===== src/rtl/paralelo_serie_if.sv =====
// Load handshake and serial lane bundle for paralelo_serie.
interface paralelo_serie_if #(
    parameter int unsigned WIDTH = 4
);
    logic [WIDTH-1:0] parallel_in;
    logic             load_valid;
    logic             load_ready;
    logic             serial_out;
    logic             serial_valid;
    logic             busy;
    logic             done;

    modport master (
        output parallel_in, load_valid,
        input  load_ready, serial_out, serial_valid, busy, done
    );

    modport slave (
        input  parallel_in, load_valid,
        output load_ready, serial_out, serial_valid, busy, done
    );
endinterface


===== src/rtl/paralelo_serie.sv =====
// Parallel-to-serial converter: captures a word on a valid/ready load and shifts it out one bit per clock.
// Define P2S_FRAME_EN to wrap each word in a start (0) and stop (1) bit with a high idle line.
module paralelo_serie #(
    parameter int unsigned WIDTH     = 4,
    parameter bit          MSB_FIRST = 1'b1
) (
    input logic             clk,
    input logic             rst_n,
    paralelo_serie_if.slave bus
);
    localparam int unsigned      CNT_W = $clog2(WIDTH);
    localparam logic [CNT_W-1:0] LAST  = CNT_W'(WIDTH - 1);
`ifdef P2S_FRAME_EN
    localparam logic IDLE_LVL = 1'b1;
`else
    localparam logic IDLE_LVL = 1'b0;
`endif

    typedef enum logic [1:0] {S_IDLE, S_START, S_SHIFT, S_STOP} state_t;

    state_t           state, state_d;
    logic [CNT_W-1:0] cnt, cnt_d;
    logic [WIDTH-1:0] shreg, shreg_d;
    logic             serial_out_q, serial_out_d;
    logic             serial_valid_q, serial_valid_d;
    logic             busy_q, busy_d;
    logic             done_q, done_d;
    logic             load_ready_c;
    logic             accept_c;

    function automatic logic head(input logic [WIDTH-1:0] w);
        return MSB_FIRST ? w[WIDTH-1] : w[0];
    endfunction

    function automatic logic [WIDTH-1:0] advance(input logic [WIDTH-1:0] w);
        return MSB_FIRST ? {w[WIDTH-2:0], 1'b0} : {1'b0, w[WIDTH-1:1]};
    endfunction

    // Ready in idle and in the final cycle of a frame, so frames can run back to back.
`ifdef P2S_FRAME_EN
    assign load_ready_c = (state == S_IDLE) || (state == S_STOP);
`else
    assign load_ready_c = (state == S_IDLE) || ((state == S_SHIFT) && (cnt == LAST));
`endif
    assign accept_c = bus.load_valid && load_ready_c;

    // Next-state and next-output logic; registered values describe the line in the next cycle.
    always_comb begin
        state_d        = state;
        cnt_d          = cnt;
        shreg_d        = shreg;
        serial_out_d   = IDLE_LVL;
        serial_valid_d = 1'b0;
        busy_d         = 1'b0;
        done_d         = 1'b0;

        case (state)
            S_IDLE: ;
            S_SHIFT: begin
                busy_d = 1'b1;
                if (cnt != LAST) begin
                    cnt_d          = cnt + 1'b1;
                    serial_out_d   = head(shreg);
                    shreg_d        = advance(shreg);
                    serial_valid_d = 1'b1;
                end else begin
`ifdef P2S_FRAME_EN
                    state_d      = S_STOP;
                    serial_out_d = 1'b1;
`else
                    state_d = S_IDLE;
                    busy_d  = 1'b0;
                    done_d  = 1'b1;
`endif
                end
            end
`ifdef P2S_FRAME_EN
            S_START: begin
                state_d        = S_SHIFT;
                busy_d         = 1'b1;
                serial_out_d   = head(shreg);
                shreg_d        = advance(shreg);
                serial_valid_d = 1'b1;
            end
            S_STOP: begin
                state_d = S_IDLE;
                done_d  = 1'b1;
            end
`endif
            default: state_d = S_IDLE;
        endcase

        // An accepted load overrides the wind-down of the finishing frame; done is kept.
        if (accept_c) begin
            cnt_d  = '0;
            busy_d = 1'b1;
`ifdef P2S_FRAME_EN
            state_d        = S_START;
            serial_out_d   = 1'b0;
            serial_valid_d = 1'b0;
            shreg_d        = bus.parallel_in;
`else
            state_d        = S_SHIFT;
            serial_out_d   = head(bus.parallel_in);
            serial_valid_d = 1'b1;
            shreg_d        = advance(bus.parallel_in);
`endif
        end
    end

    always_ff @(posedge clk or negedge rst_n) begin
        if (!rst_n) begin
            state          <= S_IDLE;
            cnt            <= '0;
            shreg          <= '0;
            serial_out_q   <= IDLE_LVL;
            serial_valid_q <= 1'b0;
            busy_q         <= 1'b0;
            done_q         <= 1'b0;
        end else begin
            state          <= state_d;
            cnt            <= cnt_d;
            shreg          <= shreg_d;
            serial_out_q   <= serial_out_d;
            serial_valid_q <= serial_valid_d;
            busy_q         <= busy_d;
            done_q         <= done_d;
        end
    end

    assign bus.load_ready   = load_ready_c;
    assign bus.serial_out   = serial_out_q;
    assign bus.serial_valid = serial_valid_q;
    assign bus.busy         = busy_q;
    assign bus.done         = done_q;
endmodule


===== src/flat_wrapper.sv =====
// flat-port wrapper written by rule: the top's interface ports become plain ports
module paralelo_serie_flat 
#(
    parameter int unsigned WIDTH     = 4,
    parameter bit          MSB_FIRST = 1'b1
)
  (clk, rst_n, bus_parallel_in, bus_load_valid, bus_load_ready, bus_serial_out, bus_serial_valid, bus_busy, bus_done);
  paralelo_serie_if #(.WIDTH(WIDTH)) bus_i ();
  input logic clk;
  input logic rst_n;
  input wire logic [$bits(bus_i.parallel_in)-1:0] bus_parallel_in;
  input wire logic [$bits(bus_i.load_valid)-1:0] bus_load_valid;
  output wire logic [$bits(bus_i.load_ready)-1:0] bus_load_ready;
  output wire logic [$bits(bus_i.serial_out)-1:0] bus_serial_out;
  output wire logic [$bits(bus_i.serial_valid)-1:0] bus_serial_valid;
  output wire logic [$bits(bus_i.busy)-1:0] bus_busy;
  output wire logic [$bits(bus_i.done)-1:0] bus_done;
  assign bus_i.parallel_in = bus_parallel_in;
  assign bus_i.load_valid = bus_load_valid;
  assign bus_load_ready = bus_i.load_ready;
  assign bus_serial_out = bus_i.serial_out;
  assign bus_serial_valid = bus_i.serial_valid;
  assign bus_busy = bus_i.busy;
  assign bus_done = bus_i.done;
  paralelo_serie #(.WIDTH(WIDTH), .MSB_FIRST(MSB_FIRST)) u_core (.clk(clk), .rst_n(rst_n), .bus(bus_i));
endmodule

===== config.mk =====
export PLATFORM = sky130hd
export DESIGN_NAME = paralelo_serie_flat
export DESIGN_NICKNAME = d
export VERILOG_FILES = /design/src/rtl/paralelo_serie_if.sv /design/src/rtl/paralelo_serie.sv /design/src/flat_wrapper.sv
export SDC_FILE = /design/constraint.sdc
export NUM_CORES = 1
export LEC_CHECK = 0
export BUFFER_PORTS_ARGS = -buffer_cell sky130_fd_sc_hd__buf_4
export CAP_MARGIN = 20
export CORE_AREA = 2 2 39 41
export DETAILED_ROUTE_END_ITERATION = 8
export DIE_AREA = 0 0 41 43
export PLACE_DENSITY_LB_ADDON = 0.05
export SYNTH_ARGS = -nofsm -noshare
export SYNTH_HDL_FRONTEND = slang
export SYNTH_SLANG_ARGS = --single-unit

===== constraint.sdc =====
create_clock -name clk -period 1.3 [get_ports clk]
set_input_delay 0.065 -clock clk [delete_from_list [all_inputs] [get_ports clk]]
set_output_delay 0.065 -clock clk [all_outputs]
set_load 0.01 [all_outputs]

==> results.json, run 1 <==
{
  "leakage_nw": 0.3029,
  "min_delay_path_depth": 3,
  "yosysTopAreaCell": "dfrtp_1",
  "drtAntennaViolNets": 0,
  "dp_hpwl_um": 536.8,
  "grt_max_degree": 10,
  "hold_class": "input port to flop",
  "rows": 14,
  "routed_wl_um": 742,
  "finalSetupTns_ns": 0,
  "final_nets": 59,
  "clockBufferDepth": 2,
  "synthFlopType": "dfrtp_1",
  "pre_cts_ws_ns": -0.03420,
  "ir_drop_v": 0.0008042,
  "endpoint_kind": "flop",
  "avgSynthCellArea_um2": 14.26,
  "vias_per_cell": 4.076,
  "core_mm2": 0.001384,
  "ioPinCount": 12,
  "finalPower_w": 0.001385,
  "start_util_pct": 30.92,
  "num-fill-cells": 134,
  "rsz0062_at_grt": "yes",
  "route.detailed.drc": 0,
  "fin_crit_sh_pct": 97.50,
  "die_area_mm2": 0.001763,
  "regArea_um2": 225.2,
  "cp_data_required_time_ns": 1.44,
  "cts_tree": "done",
  "numCtsBuffers": 3,
  "worst_slew_pin_slew_ns": 0.1222,
  "drtIter0Drc": 0,
  "antenna_found_initial": 0,
  "ys_seq_area_share_pct": 52.63,
  "htree_levels": 1,
  "routedWlPerCell_um": 11.24,
  "cts-root-buf": "clkbuf_4",
  "cp.arrival_ns": 1.41,
  "numPortBuffers": 11,
  "die_y_um": 43,
  "synth_edf_count": 0,
  "timing.final.hold_violations": 0,
  "slew_headroom_pct": 91.62,
  "maxCapViolCount": 0,
  "hold-worst-slack_ns": 0.08190,
  "postSynthCellCount": 30,
  "rr_worst_depth": 4,
  "first_global_vias": 307,
  "area_delta_synth_final_pct": 41.81,
  "synth.most_common_cell": "dfrtp_1",
  "fin_cells": 66,
  "grt.total_usage_pct": 10.64,
  "clock-sinks": 9,
  "multi_input_area_um2": 182.7,
  "status": "finished, final reports clean",
  "grt_pass1_wl_mm": 1.235,
  "synth_commonest_cells": "dfrtp_1, mux2_4, nand2b_2",
  "drv_slew": 0,
  "setup_ws_ns": 0.03246,
  "cp-start-kind": "flop",
  "yosys.cell_types.count": 13,
  "fmax_mhz": 788.9,
  "synth.area.top_cells": "dfrtp_1, mux2_4, nand2b_2, mux2_2, mux2i_1",
  "setup_violations": 0,
  "dieWidth_um": 41,
  "synth-async-reset-ratio_pct": 100.0,
  "diodes": 0,
  "ys_seq_elements": 9,
  "dp_cells": 59,
  "clk_pin_slew_ns": 0.06,
  "critPathKind": "flop to flop",
  "finalWeightedCongestion": 0.6668,
  "synth_fp_nets": 38,
  "clock_latency_ns": 0.25,
  "skew_ns": 0.001010,
  "cp_max_fo": 6,
  "vias": 269,
  "yosysTopAreaCellShare_pct": 52.63,
  "gr-total-overflow": 0,
  "yosys_warnings": 0,
  "fin_crit_ns": 1.268,
  "first_pass_iters": 1,
  "powerDensity_mw_per_mm2": 2282,
  "drive_above_1_share_pct": 66.00,
  "netlist_area_um2": 427.9
}
==> timing repair <==
action	4_1_cts	5_1_grt
hold buffers	1	0
setup endpoints to repair	6	2
pin swaps	0	1
resized for setup	3	1
buffers inserted	2	0
endpoints found under the hold margin	9	0
==> critical path, cell delays in order (launching register included) <==
cell and delay (ns):
dfrtp_1 0.38, ha_2 0.19, nand2b_4 0.14, buf_4 0.16, mux2_4 0.29
==> layout make-up <==
cell class | count | area share, %
Multi-Input combinational cell | 17 | 30.10
Sequential cell | 9 | 37.11
Timing Repair Buffer | 19 | 24.54
Clock buffer | 4 | 4.330
Inverter | 1 | 0.6186
Tap cell | 16 | 3.299
==> metal layers <==
layer	up-vias	track usage (%)	routed length, µm
met1	124	13.25	305
met4	0	6.000	0
met2	9	15.63	391
li1	136	-	-
met3	0	3.141	45
met5	-	0	0
==> cell usage in the layout, fill, tap and decap left out <==
cell,synthesis,final
and2_1,2,2
and2b_2,1,1
buf_4,2,17
buf_6,1,1
clkbuf_1,0,1
clkbuf_4,0,3
dfrtp_1,9,9
dlygate4sd3_1,0,1
ha_2,0,1
inv_1,1,1
mux2_2,2,2
mux2_4,4,4
mux2i_1,2,2
nand2_1,1,1
nand2b_2,3,3
nand2b_4,0,1
==> per-stage QoR <==
stage                     util, %  cell area [µm²]
final                       43.85            606.8
after global routing        43.85            606.8
after CTS                   43.58            603.1
after detailed placement    39.15            541.8
after global placement      39.15            541.8
after floorplan                 -            427.9
==> final timing paths <==
path                                              endpoint  slack [ns]                         from
max in group asynchronous        u_core.cnt[1]$_DFFE_PN0P_        0.99                        rst_n
max reg2reg                    u_core.shreg[3]$_DFFE_PN0P_        0.03    u_core.cnt[1]$_DFFE_PN0P_
min                        u_core.bus.serial_out$_DFF_PN0_        0.08           bus_parallel_in[3]
min in group asynchronous      u_core.state[1]$_DFFE_PN0P_        0.17                        rst_n
max                            u_core.shreg[3]$_DFFE_PN0P_        0.03    u_core.cnt[1]$_DFFE_PN0P_
min reg2reg                    u_core.shreg[2]$_DFFE_PN0P_        0.50  u_core.shreg[1]$_DFFE_PN0P_
==> cell families (layout without fill, tap and decap cells) <==
| logic type | after synthesis | count (layout) | synth area share, % |
|---|---|---|---|
| flops | 9 | 9 | 52.63 |
| mux | 8 | 8 | 23.98 |
| simple gates | 8 | 8 | 13.45 |
| buf+inv | 4 | 24 | 7.015 |
| fa+ha+maj | 1 | 1 | 2.924 |
==> sequential cells by signal (all words and copies together), names as in the netlist <==
name / count
u_core.cnt: 2
u_core.bus.busy: 1
u_core.bus.done: 1
u_core.bus.serial_out: 1
u_core.shreg: 3
u_core.state: 1
==> power breakdown <==
group	switching (W)	total, W	internal [W]
Clock	0.0000939	0.000212	0.000118
Sequential	0.0000583	0.000455	0.000397
Combinational	0.000248	0.000718	0.000470
(Power assumes the default switching activity.)
==> run 2, diff against run 1 <==
--- a/config.mk
+++ b/config.mk
@@ -5,12 +5,14 @@
 export SDC_FILE = /design/constraint.sdc
 export NUM_CORES = 1
 export LEC_CHECK = 0
+export ABC_CLOCK_PERIOD_IN_PS = 1300
 export BUFFER_PORTS_ARGS = -buffer_cell sky130_fd_sc_hd__buf_4
 export CAP_MARGIN = 20
 export CORE_AREA = 2 2 39 41
 export DETAILED_ROUTE_END_ITERATION = 8
 export DIE_AREA = 0 0 41 43
 export PLACE_DENSITY_LB_ADDON = 0.05
+export RECOVER_POWER = 25
 export SYNTH_ARGS = -nofsm -noshare
 export SYNTH_HDL_FRONTEND = slang
 export SYNTH_SLANG_ARGS = --single-unit
==> run 2 against run 1 <==
Clock-buffer cell count stayed put; clock skew stayed put; via count stayed put; combinational power hardly changed.
==> results.json, run 2 (same netlist as run 1, synthesis figures left out) <==
{
  "dp_cells": 59,
  "antenna_found_initial": 0,
  "routedWlPerCell_um": 11.17,
  "maxCapViolCount": 0,
  "rsz0062_at_grt": "yes",
  "core_mm2": 0.001384,
  "finalWeightedCongestion": 0.6668,
  "numCtsBuffers": 3,
  "r2r_end": "u_core.shreg[3]$_DFFE_PN0P_",
  "numPortBuffers": 11,
  "clock_latency_ns": 0.25,
  "dieWidth_um": 41,
  "drtAntennaViolNets": 0,
  "ioPinCount": 12,
  "powerDensity_mw_per_mm2": 2293,
  "r2r_slack_ns": 0.03,
  "grt.total_usage_pct": 10.64,
  "fin_crit_sh_pct": 97.50,
  "grt_max_degree": 10,
  "vias": 269,
  "dp_hpwl_um": 536.8,
  "worstReg2RegStart": "u_core.cnt[1]$_DFFE_PN0P_",
  "first_pass_iters": 1,
  "start_util_pct": 30.92,
  "final_cell_mix": "buf_4, dfrtp_1, mux2_4",
  "htree_levels": 1,
  "multi_input_area_um2": 182.7,
  "drive_above_1_share_pct": 64.00,
  "area_delta_synth_final_pct": 40.94,
  "ir_drop_v": 0.0008040,
  "whs_endpoint": "u_core.bus.serial_out$_DFF_PN0_",
  "cp_max_fo": 6,
  "layout_commonest_cell": "buf_4",
  "die_area_mm2": 0.001763,
  "fin_cells": 66,
  "endpoint_kind": "flop",
  "slew_headroom_pct": 66.82,
  "largest_reg_flops": 3,
  "min_delay_path_depth": 3,
  "fmax_mhz": 788.9,
  "routed_wl_um": 737,
  "route.detailed.drc": 0,
  "skew_ns": 0.001010,
  "hold_class": "input port to flop",
  "gr-total-overflow": 0,
  "grt_pass1_wl_mm": 1.235,
  "regArea_um2": 225.2,
  "dpl_cell_area_um2": 541.8,
  "clk_pin_slew_ns": 0.06,
  "clock-sinks": 9,
  "final_nets": 59,
  "final_area_um2": 603.1,
  "timing.final.hold_violations": 0,
  "cts_tree": "done",
  "largest_register": "u_core.shreg",
  "diodes": 0,
  "cp-start-kind": "flop",
  "rows": 14,
  "drv_slew": 0,
  "fin_crit_ns": 1.268,
  "cp.arrival_ns": 1.41,
  "status": "finished, final reports clean",
  "worst_slew_pin_slew_ns": 0.4976,
  "cp_data_required_time_ns": 1.44,
  "num-fill-cells": 133,
  "setup_violations": 0,
  "worstHoldStart": "bus_parallel_in[3]",
  "first_global_vias": 307,
  "vias_per_cell": 4.076,
  "reg_top3": "u_core.shreg (3), u_core.cnt (2)",
  "clockBufferDepth": 2,
  "die_y_um": 43,
  "drtIter0Drc": 0,
  "cts-root-buf": "clkbuf_4",
  "critPathKind": "flop to flop",
  "finalPower_w": 0.001383,
  "rr_worst_depth": 4,
  "leakage_nw": 0.2993
}
-- run 2: cell count changes in the layout (fill, tap and decap cells not counted), sizes merged --
cell,change
clkbuf,+1
buf,-1
-- run 2: area by class of cell --
| cell class | instances | area share (%) |
|---|---|---|
| Sequential cell | 9 | 37.34 |
| Multi-Input combinational cell | 17 | 30.29 |
| Timing Repair Buffer | 19 | 24.07 |
| Tap cell | 16 | 3.320 |
| Clock buffer | 4 | 4.357 |
| Inverter | 1 | 0.6224 |
-- run 2: worst max-delay path by stage --
| stage | startpoint | to | slack, ns | cells past startpoint |
|---|---|---|---|---|
| final | u_core.cnt[1]$_DFFE_PN0P_ | u_core.shreg[3]$_DFFE_PN0P_ | 0.03 | 4 |
| after global routing | u_core.cnt[1]$_DFFE_PN0P_ | bus_load_ready | -0.02 | 4 |
| after CTS | u_core.cnt[0]$_DFFE_PN0P_ | bus_load_ready | 0.006 | 4 |
| after detailed placement | u_core.cnt[0]$_DFFE_PN0P_ | u_core.shreg[3]$_DFFE_PN0P_ | -0.03 | 3 |
| after global placement | u_core.cnt[0]$_DFFE_PN0P_ | u_core.shreg[3]$_DFFE_PN0P_ | 0.02 | 3 |
| after floorplan | u_core.cnt[0]$_DFFE_PN0P_ | u_core.shreg[2]$_DFFE_PN0P_ | 0.004 | 4 |
-- run 2: stage by stage --
stage	setup TNS (ns)	util (%)	setup slack, ns	hold WS (ns)
2_1_floorplan	0	-	0.004377	-0.2306
3_3_place_gp	0	39.15	0.01972	-0.1081
3_5_place_dp	-0.08138	39.15	-0.03420	-0.1025
4_1_cts	0	43.58	0.006418	0.07387
5_1_grt	-0.03550	43.58	-0.01828	0.09277
6_report	0	43.58	0.03246	0.08190
-- run 2: where the power goes --
group          total [W]  switching [W]  internal (W)
clock           0.000212      0.0000939      0.000118
combinational   0.000716       0.000248      0.000469
sequential      0.000455      0.0000582      0.000396
-- run 2: layer usage --
layer  global-route usage [%]  wire, µm  vias to the layer above
met5                        0         0                        -
met4                    6.000         0                        0
met3                    3.141        45                        0
met2                    15.63       390                        9
met1                    13.25       302                      124
li1                         -         -                      136
-- run 2: worst max-delay path, cell delays in order (launching register included) --
cell,delay (ns)
dfrtp_1,0.38
ha_2,0.19
nand2b_4,0.14
buf_4,0.16
mux2_4,0.29
-- run 2: repair_timing --
action | in CTS | in global routing
setup endpoints to repair | 6 | 2
setup buffers | 2 | 0
gates resized for setup | 3 | 1
hold buffers | 1 | 0
endpoints found under the hold margin | 9 | 0
pin swaps | 0 | 1
gates cloned | 0 | 0
